**src/rtl/seq_pkg.sv**
```systemverilog
// Shared sizing constants and FSM state encoding for the step pattern sequencer.
package seq_pkg;

    localparam int unsigned NUM_STEPS = 16;
    localparam int unsigned NUM_TONES = 12;

    localparam logic [1:0] ST_IDLE  = 2'd0;
    localparam logic [1:0] ST_ARM   = 2'd1;
    localparam logic [1:0] ST_PLAY  = 2'd2;
    localparam logic [1:0] ST_CLEAR = 2'd3;

    // ARM gives up after this many extra low cycles of play_en (four in total).
    localparam logic [1:0] ARM_TIMEOUT = 2'd3;

endpackage

```
**src/rtl/step_counter.sv**
```systemverilog
// Current-step counter with seq_len clamping and a registered one-cycle wrap pulse.
module step_counter #(
    parameter int unsigned NUM_STEPS = seq_pkg::NUM_STEPS,
    localparam int unsigned STEP_W   = $clog2(NUM_STEPS)
) (
    input  logic              i_clk,
    input  logic              i_rst_n,
    input  logic              i_step,
    input  logic              i_restart,
    input  logic [STEP_W:0]   i_seq_len,
    output logic [STEP_W-1:0] o_cur_step,
    output logic              o_wrap
);

    logic [STEP_W:0]   w_len;
    logic              w_at_end;
    logic [STEP_W-1:0] r_cur;
    logic              r_wrap;

    assign w_len = (i_seq_len == '0 || 32'(i_seq_len) > NUM_STEPS) ?
                   (STEP_W+1)'(NUM_STEPS) : i_seq_len;

    // >= so a step left beyond a freshly shrunk length still wraps on the next pulse
    assign w_at_end = ({1'b0, r_cur} >= (w_len - (STEP_W+1)'(1)));

    always_ff @(posedge i_clk or negedge i_rst_n) begin
        if (!i_rst_n) begin
            r_cur  <= '0;
            r_wrap <= 1'b0;
        end else if (i_restart) begin
            r_cur  <= '0;
            r_wrap <= 1'b0;
        end else if (i_step) begin
            if (w_at_end) begin
                r_cur  <= '0;
                r_wrap <= 1'b1;
            end else begin
                r_cur  <= r_cur + STEP_W'(1);
                r_wrap <= 1'b0;
            end
        end else begin
            r_wrap <= 1'b0;
        end
    end

    assign o_cur_step = r_cur;
    assign o_wrap     = r_wrap;

endmodule

```
**src/rtl/step_pattern_sequencer.sv**
```systemverilog
// Step sequencer: editable tone pattern memory, IDLE/ARM/PLAY/CLEAR control FSM and
// registered tone-mask output for the audio interface.
module step_pattern_sequencer #(
    parameter int unsigned NUM_STEPS = seq_pkg::NUM_STEPS,
    parameter int unsigned NUM_TONES = seq_pkg::NUM_TONES,
    localparam int unsigned STEP_W   = $clog2(NUM_STEPS)
) (
    input  logic                 CLOCK_50,
    input  logic                 nReset,
    input  logic                 nStart,
    input  logic                 nClear,
    input  logic                 bpm_step,
    input  logic                 play_en,
    input  logic                 edit_toggle,
    input  logic [STEP_W-1:0]    edit_step,
    input  logic [3:0]           edit_tone,
    input  logic [STEP_W:0]      seq_len,
    output logic [NUM_TONES-1:0] Select,
    output logic [STEP_W-1:0]    cur_step,
    output logic                 wrap,
    output logic                 busy
);

    import seq_pkg::*;

    logic [1:0]           r_state;
    logic [1:0]           w_state_d;
    logic [1:0]           r_arm_cnt;
    logic [STEP_W-1:0]    r_clr_idx;
    logic [NUM_TONES-1:0] r_pattern [NUM_STEPS];
    logic [NUM_TONES-1:0] r_select;
    logic [NUM_TONES-1:0] w_edit_mask;
    logic                 w_clr_last;
    logic                 w_edit_en;
    logic                 w_step;
    logic                 w_restart;

    assign w_clr_last  = (r_clr_idx == STEP_W'(NUM_STEPS - 1));
    assign w_edit_en   = edit_toggle && (r_state != ST_CLEAR) && (32'(edit_tone) < NUM_TONES);
    assign w_edit_mask = NUM_TONES'(1) << edit_tone;
    assign w_step      = bpm_step && (r_state == ST_PLAY);
    assign w_restart   = !nStart && ((r_state == ST_IDLE) || (r_state == ST_PLAY));

    always_comb begin
        w_state_d = r_state;
        case (r_state)
            ST_IDLE: begin
                if (!nClear)      w_state_d = ST_CLEAR;
                else if (!nStart) w_state_d = ST_ARM;
            end
            ST_ARM: begin
                if (!nClear)                        w_state_d = ST_CLEAR;
                else if (play_en)                   w_state_d = ST_PLAY;
                else if (r_arm_cnt == ARM_TIMEOUT)  w_state_d = ST_IDLE;
            end
            ST_PLAY: begin
                if (!nClear)       w_state_d = ST_CLEAR;
                else if (!play_en) w_state_d = ST_IDLE;
            end
            ST_CLEAR: begin
                if (w_clr_last) w_state_d = ST_IDLE;
            end
            default: w_state_d = ST_IDLE;
        endcase
    end

    always_ff @(posedge CLOCK_50 or negedge nReset) begin
        if (!nReset) begin
            r_state   <= ST_IDLE;
            r_arm_cnt <= '0;
            r_clr_idx <= '0;
        end else begin
            r_state   <= w_state_d;
            r_arm_cnt <= (r_state == ST_ARM && !play_en) ? r_arm_cnt + 2'd1 : 2'd0;
            r_clr_idx <= (r_state == ST_CLEAR) ? r_clr_idx + STEP_W'(1) : '0;
        end
    end

    always_ff @(posedge CLOCK_50 or negedge nReset) begin
        if (!nReset) begin
            for (int unsigned i = 0; i < NUM_STEPS; i++) r_pattern[i] <= '0;
        end else begin
            for (int unsigned i = 0; i < NUM_STEPS; i++) begin
                if (r_state == ST_CLEAR && r_clr_idx == STEP_W'(i)) begin
                    r_pattern[i] <= '0;
                end else if (w_edit_en && edit_step == STEP_W'(i)) begin
                    r_pattern[i] <= r_pattern[i] ^ w_edit_mask;
                end
            end
        end
    end

    // Gated on next state so Select drops on the same edge that leaves PLAY.
    always_ff @(posedge CLOCK_50 or negedge nReset) begin
        if (!nReset) r_select <= '0;
        else         r_select <= (w_state_d == ST_PLAY) ? r_pattern[cur_step] : '0;
    end

    step_counter #(
        .NUM_STEPS (NUM_STEPS)
    ) u_step_counter (
        .i_clk      (CLOCK_50),
        .i_rst_n    (nReset),
        .i_step     (w_step),
        .i_restart  (w_restart),
        .i_seq_len  (seq_len),
        .o_cur_step (cur_step),
        .o_wrap     (wrap)
    );

    assign Select = r_select;
    assign busy   = (r_state == ST_CLEAR);

endmodule
```
**config.mk**
```make
export PLATFORM = sky130hd
export DESIGN_NAME = step_pattern_sequencer
export DESIGN_NICKNAME = d
export VERILOG_FILES = /design/src/rtl/seq_pkg.sv /design/src/rtl/step_counter.sv /design/src/rtl/step_pattern_sequencer.sv
export SDC_FILE = /design/constraint.sdc
export NUM_CORES = 1
export LEC_CHECK = 0
export CAP_MARGIN = 20
export CORE_ASPECT_RATIO = 0.9
export CORE_MARGIN = 5
export CORE_UTILIZATION = 55
export CTS_BUF_LIST = sky130_fd_sc_hd__clkbuf_2 sky130_fd_sc_hd__clkbuf_4 sky130_fd_sc_hd__clkbuf_8
export CTS_CLUSTER_SIZE = 28
export DETAILED_ROUTE_END_ITERATION = 7
export HOLD_SLACK_MARGIN = 0.03
export PLACE_DENSITY = 0.73
export SYNTH_ARGS = -nofsm -noshare
export SYNTH_HDL_FRONTEND = slang
export SYNTH_SLANG_ARGS = --single-unit
```
**constraint.sdc**
```tcl
create_clock -name CLOCK_50 -period 2.83 [get_ports CLOCK_50]
set_input_delay 0.283 -clock CLOCK_50 [delete_from_list [all_inputs] [get_ports CLOCK_50]]
set_output_delay 0.283 -clock CLOCK_50 [all_outputs]
set_load 0.05 [all_outputs]
```
# Word level (Yosys, flattened, before mapping)
# Cells that the tools add are included.
[totals]
input_bits = 20
elab_cells = 200
reg_bits = 217
out_inout_bits = 18
[classes]
n_mux = 54
n_reduce_logical = 62
addsub = 4
magnitude_cmp = 4
shift = 1
n_eq_ne = 36
bitwise_logic = 17
[ops]
columns = ["operator", "count"]
rows = [
  ["$mux W12", 35],
  ["$xor A12 B12 Y12", 16],
  ["$eq A4 B4 Y1 const B", 16],
  ["$bmux W12 S4", 1],
  ["$logic_and A1 B1 Y1", 37],
  ["$reduce_bool A2 Y1", 17],
  ["$eq A4 B3 Y1 const B", 8],
  ["$mux W2", 9],
  ["$eq A4 B2 Y1 const B", 4],
  ["$mux W4", 4],
  ["$shl A1 B4 Y12 const A", 1],
  ["$add A4 B1 Y4 const B", 2],
  ["$eq A2 B2 Y1 const B", 4],
  ["$eq A4 B1 Y1 const B", 2],
  ["$logic_not A4 Y1", 2],
  ["$pmux W2 S4", 1],
  ["$ge A4 B5 Y1", 1],
  ["$ge A5 B5 Y1 const B", 1],
  ["$gt A5 B5 Y1 const B", 1],
  ["$logic_not A5 Y1", 1],
  ["$mux W5", 1],
  ["$not A4 Y5", 1],
  ["$sub A5 B1 Y5 const B", 1],
  ["$lt A4 B4 Y1 const B", 1],
  ["other kinds (7)", 11],
]

# Longest topological paths before layout
# Gate-level depths: netlist of the first run.
[depth]
word_depth = 8
ltp_mapped = 10
ltp_nobuf = 10

# Modules after synthesis
# From an unflattened synthesis of the first run, not the netlist that was laid out.
[unflattened]
hier_cells = 1119
hier_area_um2 = 11463.5
[modules_own_cells]
columns = ["module", "seq_area_each_um2", "cells_per_inst", "n_inst", "area_each_um2"]
rows = [
  ["step_pattern_sequencer", 5305.1, 1072, 1, 10986.8],
  ["step_counter", 125.1, 47, 1, 476.7],
]

# Least setup slack after synthesis of the first run
# Ideal clock, no wire load.
[synth_path]
path_kind = "input -> register"
start = "input port seq_len[1]"
end = "register u_step_counter.r_cur[2], in the netlist u_step_counter.o_cur_step[2]"
arrival_time_ns = 2.772
path_buffers = 0
required_time_ns = 2.714
path_stages = 10
setup_time_ns = 0.116
path_slack_ns = -0.057
cell_sequence = "or4_1 ha_1 nand2b_1 ha_1 xnor2_1 ha_1 o21a_1 o221ai_1 nand3_1 o311ai_0"
[synth_between]
elab_chain_cells = 8
word_cells_on_any_way = 9
classes_between = "add/sub (1); order compare (2); mux (4); reduce/logical (2)"
[synth_lines]
columns = ["element", "line", "source"]
rows = [
  ["start, declared", "step_pattern_sequencer.sv:17", "input logic [STEP_W:0] seq_len,"],
  ["$gt A5 B5 Y1 or $logic_not A5 Y1 (tied branches)", "step_counter.sv:20", "assign w_len = (i_seq_len == '0 || 32'(i_seq_len) > NUM_STEPS) ?"],
  ["$logic_or A1 B1 Y1", "step_counter.sv:20", ""],
  ["$mux W5 (*)", "step_counter.sv:20", ""],
  ["$sub A5 B1 Y5 (*)", "step_counter.sv:24", "assign w_at_end = ({1'b0, r_cur} >= (w_len - (STEP_W+1)'(1)));"],
  ["$ge A4 B5 Y1 (*)", "step_counter.sv:24", ""],
  ["$mux W4 (*)", "step_counter.sv:34", "if (w_at_end) begin"],
  ["$mux W4 (*)", "step_counter.sv:33", "end else if (i_step) begin"],
  ["$mux W4 (*)", "step_counter.sv:30", "end else if (i_restart) begin"],
  ["end signal, assigned", "step_counter.sv:38", "r_cur <= r_cur + STEP_W'(1);"],
  ["end, declared", "step_counter.sv:17", "logic [STEP_W-1:0] r_cur;"],
]
# Every way passes the cells marked *; elsewhere a longest branch is shown, timed or not. The select of a mux whose other input is x is not followed.
# A chain may end at the register's enable or synchronous reset.

# Worst setup path after layout of the first run
[layout_path]
start = "input port seq_len[0]"
end = "register u_step_counter.r_cur[3], in the netlist u_step_counter.o_cur_step[3]"
# Same word-level chain as after synthesis.

==> results of run 1 <==
==> cells in the mapped netlist (all sizes together) (5+ instances only) <==
cell type  instances
nand2             55
o32ai             11
xnor2             66
mux4              48
nor2b             11
buf               38
and4bb             5
mux2i             13
dfrtp            217
nor2             152
a21oi            129
clkbuf            38
inv                8
and2              14
nand2b             5
or3              128
and3               6
ha                12
o21ai            131
==> power breakdown <==
part	total, mW	switching [mW]	leakage [nW]	internal [mW]
Sequential	3.50	0.233	3.00	3.27
Combinational	2.27	1.48	2.01	0.794
Clock	2.83	1.25	0.383	1.57
==> worst max-delay path by stage <==
| stage | startpoint | end | slack (ns) | cells past startpoint |
|---|---|---|---|---|
| after floorplan | u_step_counter.o_cur_step[0] | u_step_counter.o_cur_step[2] | 0.004 | 9 |
| after global placement | seq_len[1] | u_step_counter.o_cur_step[2] | -0.49 | 11 |
| after detailed placement | seq_len[1] | u_step_counter.o_cur_step[2] | -0.66 | 11 |
| after CTS | seq_len[1] | u_step_counter.o_cur_step[3] | 0.05 | 11 |
| after global routing | seq_len[1] | u_step_counter.o_cur_step[0] | 0.003 | 12 |
| final | seq_len[0] | u_step_counter.o_cur_step[3] | 0.13 | 10 |
==> logic make-up (layout without fill, tap and decap cells) <==
family	count (synthesis)	in the layout	share of synthesized area (%)
AOI/OAI and AO/OA	284	284	13.2
adders and majority gates	13	13	1.40
xor gates and xnor gates	67	67	5.12
muxes	61	61	10.6
buffers and inverters	85	142	3.52
DFF	217	217	47.3
and+or+nand+nor	402	402	18.9
==> flip-flops by register name, indices dropped and copies added, names as in the netlist <==
| name | flops |
|---|---|
| Select | 12 |
| r_pattern | 192 |
| u_step_counter.o_cur_step | 4 |
| r_state | 2 |
| r_arm_cnt | 2 |
| u_step_counter.o_wrap | 1 |
| r_clr_idx | 4 |
==> worst register-to-register path, cell delays in order, from the launching register on <==
cell and delay [ns]:
sky130_fd_sc_hd__dfrtp_1 0.53, sky130_fd_sc_hd__or2b_1 0.29, sky130_fd_sc_hd__a21oi_1 0.20, sky130_fd_sc_hd__nand2b_1 0.40, sky130_fd_sc_hd__o32ai_1 0.67
==> layout make-up <==
| cell class | instances | area share (%) |
|---|---|---|
| Multi-Input combinational cell | 827 | 44.1 |
| Clock buffer | 57 | 5.48 |
| Sequential cell | 217 | 42.0 |
| Tap cell | 260 | 2.51 |
| Timing Repair Buffer | 75 | 5.61 |
| Clock inverter | 1 | 0.0387 |
| Inverter | 9 | 0.261 |
==> timing repair <==
| action | CTS | global route |
|---|---|---|
| cloned | 0 | 0 |
| endpoints found under the hold margin | 65 | 0 |
| pin swaps | 2 | 4 |
| hold buffers | 1 | 0 |
| setup endpoints to repair | 4 | 4 |
| gates resized for setup | 3 | 6 |
==> routing by layer <==
metal  GRT usage [%]  vias to the layer above  wire (microns)
li1                -                     4111               -
met1            35.7                     4492           12600
met2            42.9                      371           15000
met3            4.88                       95            2360
met4            11.3                        2            1260
met5               0                        -               7
==> stage by stage <==
| step | total power [mW] | hold WS [ns] | std cells |
|---|---|---|---|
| floorplan | 4.97 | -0.0126 | 1129 |
| global placement | 5.74 | 0.281 | 1387 |
| detailed placement | 5.79 | 0.288 | 1387 |
| CTS | 8.63 | 0.346 | 1446 |
| global route | 8.95 | 0.378 | 1446 |
| finish | 8.61 | 0.322 | 1446 |
==> implementation parameters, run 1 <==
Parameter                              Value

Run status
  Status ... completed

Critical path
  Combined buffer and inverter count along the critical path ... 1
  Data arrival time of the worst path ... 3.11 ns
  Critical path cell sequence ... clkdlybuf4s50_1, or4_4, ha_4, nand2b_1, ha_2, ha_1, a2111o_1, o221ai_2, nand3_2, o311ai_1
  Worst flop-to-flop path startpoint ... r_state[0]
  Path type of the worst setup path ... input port to register
  Setup crit start kind ... input port
  Reg-to-reg endpoint ... Select[5]
  Largest fanout on the critical path ... 5
  Longest individual stage delay on the worst path ... 0.56 ns
  Family of cells with the greatest summed delay on the critical path ... adder cells
  Slowest CP cell ... sky130_fd_sc_hd__or4_4
  FF-to-FF setup slack ... 0.58 ns
  Worst setup EP type ... register
  Number of cells traversed by the worst register-to-register path ... 4
  Required time of the worst setup path ... 3.24 ns

Global routing
  Pin count of the biggest net entering global routing ... 95
  Final global-route overflow total ... 0
  Gr usage total ... 26.6%
  First-pass GRT wire length ... 50.2 mm
  Vias in the first global route ... 9,286
  Number of antenna violations at the first check in global routing ... 1

Timing
  Minimum clock period after layout ... 2.70 ns
  Final period util ... 95.2%
  Slew of the pin with the lowest slew margin ... 0.896 ns
  Final max-slew violation count ... 0
  RSZ-0062 raised after global routing ... false
  Total setup violations reported at the end of the flow ... 0
  Fmax achieved ... 371 MHz
  Relative max-transition margin ... 40.3%
  Endpoints failing hold ... 0
  Post-route setup slack ... 0.135 ns
  Setup Skew ... 0.0174 ns
  Final total negative setup slack ... 0 ns

Layout
  Register cell area after layout ... 5440 sq um
  Number of fillers in the final layout ... 1,680
  Number of antenna diodes ... 0
  Core Util, Final ... 62.7%
  Ratio of cells with drive above 1 in the final layout ... 14.2%
  Commonest cells after routing, fill and taps aside ... 215 x sky130_fd_sc_hd__dfrtp_1, 152 x sky130_fd_sc_hd__nor2_1, 130 x sky130_fd_sc_hd__o21ai_0
  Fin nets ... 1,199
  Leading cell type in the layout, fill and taps excluded ... sky130_fd_sc_hd__dfrtp_1
  Footprint of the multi-input gates ... 5700 sq um
  Synthesis-to-layout area growth ... 12.8%
  Final std cell area, no fill ... 12,900 sq um

Logic synthesis
  Post-synthesis net count ... 1,161
  Share of synthesized flip-flops with an asynchronous set or reset ... 100%
  Cell taking the most area after synthesis ... sky130_fd_sc_hd__dfrtp_1
  Total of flip-flops plus latches after synthesis ... 217
  Distinct cell type count of the synthesized netlist ... 53
  Number of flops mapped to enable cells by yosys ... 0
  Yosys warns ... 0
  Share of the synthesized area in the top cell type ... 47.3%
  Most used DFF post-synth ... sky130_fd_sc_hd__dfrtp_1
  Avg Synthesized Cell Area ... 10.2 sq um
  Sequential share of the synthesized area ... 47.3%
  Ranking of synthesized cells by area ... sky130_fd_sc_hd__dfrtp_1 47%, sky130_fd_sc_hd__mux4_2 9.4%, sky130_fd_sc_hd__or3_1 7.0%
  Post-Syn Instances ... 1,129
  Cell area after synthesis ... 11,500 sq um

Power and ir drop
  Power per unit of standard cell area ... 665 nW/um^2
  Leakage Power ... 5.40 nW
  IR Drop Worst-Case VDD ... 0.000358 V

Die
  Count of standard-cell rows ... 50
  Number of top-level pins ... 38
  Die area ... 23,800 sq um
  Starting density of the core ... 55.6%
  Die Y-Extent ... 147 microns
  Die X ... 162 microns
  Core region area ... 20,600 sq um

Route
  Final routed DRC violation total ... 0
  1st-pass router iterations ... 5
  Average vias per placed instance ... 6.27
  Via count ... 9,071
  Routed length per instance ... 21.5 microns
  Final wirelength ... 31.1 mm
  Detailed Route Iter0 Violations ... 1,022
  ANT nets after route ... 0

Clocking
  H-tree levels ... 2
  CTS root buf ... sky130_fd_sc_hd__clkbuf_8
  Source-to-sink clock delay at the later pin of the worst-skew pair ... 0.52 ns
  Post-CTS Setup Inserts ... 0
  TritonCTS clock tree ... done
  Number of buffers on the longest clock path ... 3
  Reg clk slew, reported paths ... 0.06 ns
  Count of clock tree sinks ... 217
  TritonCTS buffer count ... 37

Worst hold path
  Class of the worst hold path ... input port to async pin

Placement
  Detailed-placement wirelength estimate ... 19.0 mm
  Number of I/O port buffers ... 37
  Worst slack at placement ... -0.657 ns
  Dpl cell area ... 12,200 sq um
  RePlAce Congestion ... 0.805

Job
  Reported max-cap violation count ... 0
Power figures use the tool's default switching activity.
==> run 2: changes to the inputs <==
--- a/config.mk
+++ b/config.mk
@@ -13,7 +13,7 @@
 export CTS_CLUSTER_SIZE = 28
 export DETAILED_ROUTE_END_ITERATION = 7
 export HOLD_SLACK_MARGIN = 0.03
-export PLACE_DENSITY = 0.73
+export PLACE_DENSITY = 0.81
 export SYNTH_ARGS = -nofsm -noshare
 export SYNTH_HDL_FRONTEND = slang
 export SYNTH_SLANG_ARGS = --single-unit
==> implementation parameters, run 2 (synthesis gave the netlist of run 1 again) <==
Parameter                              Value

Critical path
  Worst flop-to-flop path startpoint ... u_step_counter.o_cur_step[2]
  FF-to-FF setup slack ... 0.54 ns (-0.04 ns)
  Worst setup EP type ... output pin
  Longest individual stage delay on the worst path ... 0.82 ns (+0.26 ns)
  Setup crit start kind ... register
  Launching element of the worst setup path ... r_state[0]
  Largest fanout on the critical path ... 12 (+7)
  Critical path cell sequence ... nand2_1, inv_1, clkdlybuf4s50_1
  Data arrival time of the worst path ... 2.43 ns (-0.68 ns)
  Slowest CP cell ... sky130_fd_sc_hd__clkdlybuf4s50_1
  Family of cells with the greatest summed delay on the critical path ... buffers and inverters
  Combined buffer and inverter count along the critical path ... 2 (+1)
  Path type of the worst setup path ... register to output pin
  Required time of the worst setup path ... 2.55 ns (-0.69 ns)

Layout
  Number of fillers in the final layout ... 1,616 (-3.8%)
  Fin nets ... 1,199 (unchanged)
  Register cell area after layout ... 5440 sq um (unchanged)
  Largest register FFs ... 192 (unchanged)
  Commonest cells after routing, fill and taps aside ... 215 x sky130_fd_sc_hd__dfrtp_1, 152 x sky130_fd_sc_hd__nor2_1, 129 x sky130_fd_sc_hd__a21oi_1, 129 x sky130_fd_sc_hd__o21ai_0, 128 x sky130_fd_sc_hd__or3_1
  Number of antenna diodes ... 0 (unchanged)
  Core Util, Final ... 62.6% (-0.10 points)
  Footprint of the multi-input gates ... 5690 sq um (-0.31%)
  Most flop-heavy register ... r_pattern
  Leading cell type in the layout, fill and taps excluded ... sky130_fd_sc_hd__dfrtp_1
  Final std cell area, no fill ... 12,900 sq um (-0.16%)
  Synthesis-to-layout area growth ... 12.6%
  Ratio of cells with drive above 1 in the final layout ... 14.3% (+0.036 points)

Route
  ANT nets after route ... 0 (unchanged)
  Average vias per placed instance ... 6.37 (+1.6%)
  Final routed DRC violation total ... 0 (unchanged)
  Routed length per instance ... 21.4 microns (-0.52%)
  Via count ... 9,241 (+1.9%)
  Detailed Route Iter0 Violations ... 1,273 (+25%)
  1st-pass router iterations ... 5 (unchanged)
  Final wirelength ... 31.1 mm (-0.24%)

Timing
  Relative max-transition margin ... 40.1% (-0.19 points)
  Final max-slew violation count ... 0 (unchanged)
  Final period util ... 95.9% (+0.62 points)
  Minimum clock period after layout ... 2.71 ns (+0.0177 ns)
  Endpoints failing hold ... 0 (unchanged)
  Final total negative setup slack ... 0 ns (unchanged)
  Setup Skew ... 0.0176 ns (+0.000245 ns)
  Fmax achieved ... 369 MHz (-0.65%)
  Total setup violations reported at the end of the flow ... 0 (unchanged)
  RSZ-0062 raised after global routing ... false
  Slew of the pin with the lowest slew margin ... 0.899 ns (+0.00278 ns)

Die
  Die X ... 162 microns (unchanged)
  Count of standard-cell rows ... 50 (unchanged)
  Starting density of the core ... 55.6% (unchanged)
  Core region area ... 20,600 sq um (unchanged)
  Die area ... 23,800 sq um (unchanged)
  Die Y-Extent ... 147 microns (unchanged)
  Number of top-level pins ... 38 (unchanged)

Placement
  Dpl cell area ... 12,100 sq um (-0.22%)
  Number of I/O port buffers ... 37 (unchanged)
  RePlAce Congestion ... 0.907 (+13%)
  Detailed-placement wirelength estimate ... 18.9 mm (-0.32%)

Global routing
  First-pass GRT wire length ... 49.5 mm (-1.5%)
  Final global-route overflow total ... 0 (unchanged)
  Number of antenna violations at the first check in global routing ... 0 (-1)
  Gr usage total ... 26.1% (-0.48 points)
  Pin count of the biggest net entering global routing ... 95 (unchanged)
  Vias in the first global route ... 9,267 (-0.20%)

Power and ir drop
  IR Drop Worst-Case VDD ... 0.000331 V (-7.4%)
  Leakage Power ... 5.39 nW (-0.16%)
  Power per unit of standard cell area ... 666 nW/um^2 (+0.13%)

Clocking
  Reg clk slew, reported paths ... 0.06 ns (about the same)
  Count of clock tree sinks ... 217 (unchanged)
  Number of buffers on the longest clock path ... 3 (unchanged)
  Source-to-sink clock delay at the later pin of the worst-skew pair ... 0.53 ns (about the same)
  CTS root buf ... sky130_fd_sc_hd__clkbuf_8
  TritonCTS buffer count ... 36 (-2.7%)
  H-tree levels ... 2 (unchanged)
  TritonCTS clock tree ... done

Worst hold path
  Class of the worst hold path ... input port to async pin

Run status
  Status ... completed

Job
  Reported max-cap violation count ... 0 (unchanged)
==> run 2: timing repair <==
action,4_1_cts,5_1_grt
resized for setup,0,7
endpoints found under the hold margin,64,0
setup endpoints to repair,0,5
hold buffers,1,0
setup buffers,0,1
==> run 2: through the flow <==
step | hold slack (ns) | total power, mW | worst slack, ns | std cells
after floorplan | -0.0126 | 4.97 | 0.00360 | 1129
after global placement | 0.342 | 5.71 | -0.464 | 1387
after detailed placement | 0.330 | 5.77 | -0.545 | 1387
after CTS | 0.340 | 8.56 | 0.000404 | 1449
after global routing | 0.371 | 8.94 | 0.0281 | 1450
final | 0.318 | 8.60 | 0.117 | 1450
==> run 2: report_power, final <==
part	total, mW	internal (mW)	switching [mW]
combinational	2.23	0.802	1.43
sequential	3.57	3.27	0.303
clock	2.80	1.55	1.25
total	8.60	5.62	2.98
==> run 2: final timing paths <==
kind	depth (start not counted)	endpoint
max	3	busy
min	2	r_pattern[157]
max reg2reg	4	Select[0]
min reg2reg	1	r_arm_cnt[0]
max in group asynchronous	3	r_pattern[102]
min in group CLOCK_50	3	u_step_counter.o_wrap
==> run 2: routing by layer <==
layer  up-vias  global-route usage (%)  share of wire, %  routed length (microns)
met5         -                       0                 0                        0
met1      4577                    36.0                40                    12300
li1       4111                       -                 -                        -
met3       102                    4.57               8.7                     2710
met2       451                    40.8                47                    14600
met4         0                    12.1               4.5                     1390
==> run 2: area by class of cell <==
class / count / share of cell area (%)
clock buffers: 59 / 5.42
clock inverters: 2 / 0.0775
inverters: 9 / 0.262
multi-input cells: 827 / 44.0
flip-flops and latches: 217 / 42.1
well taps: 260 / 2.52
repair buffers: 76 / 5.63
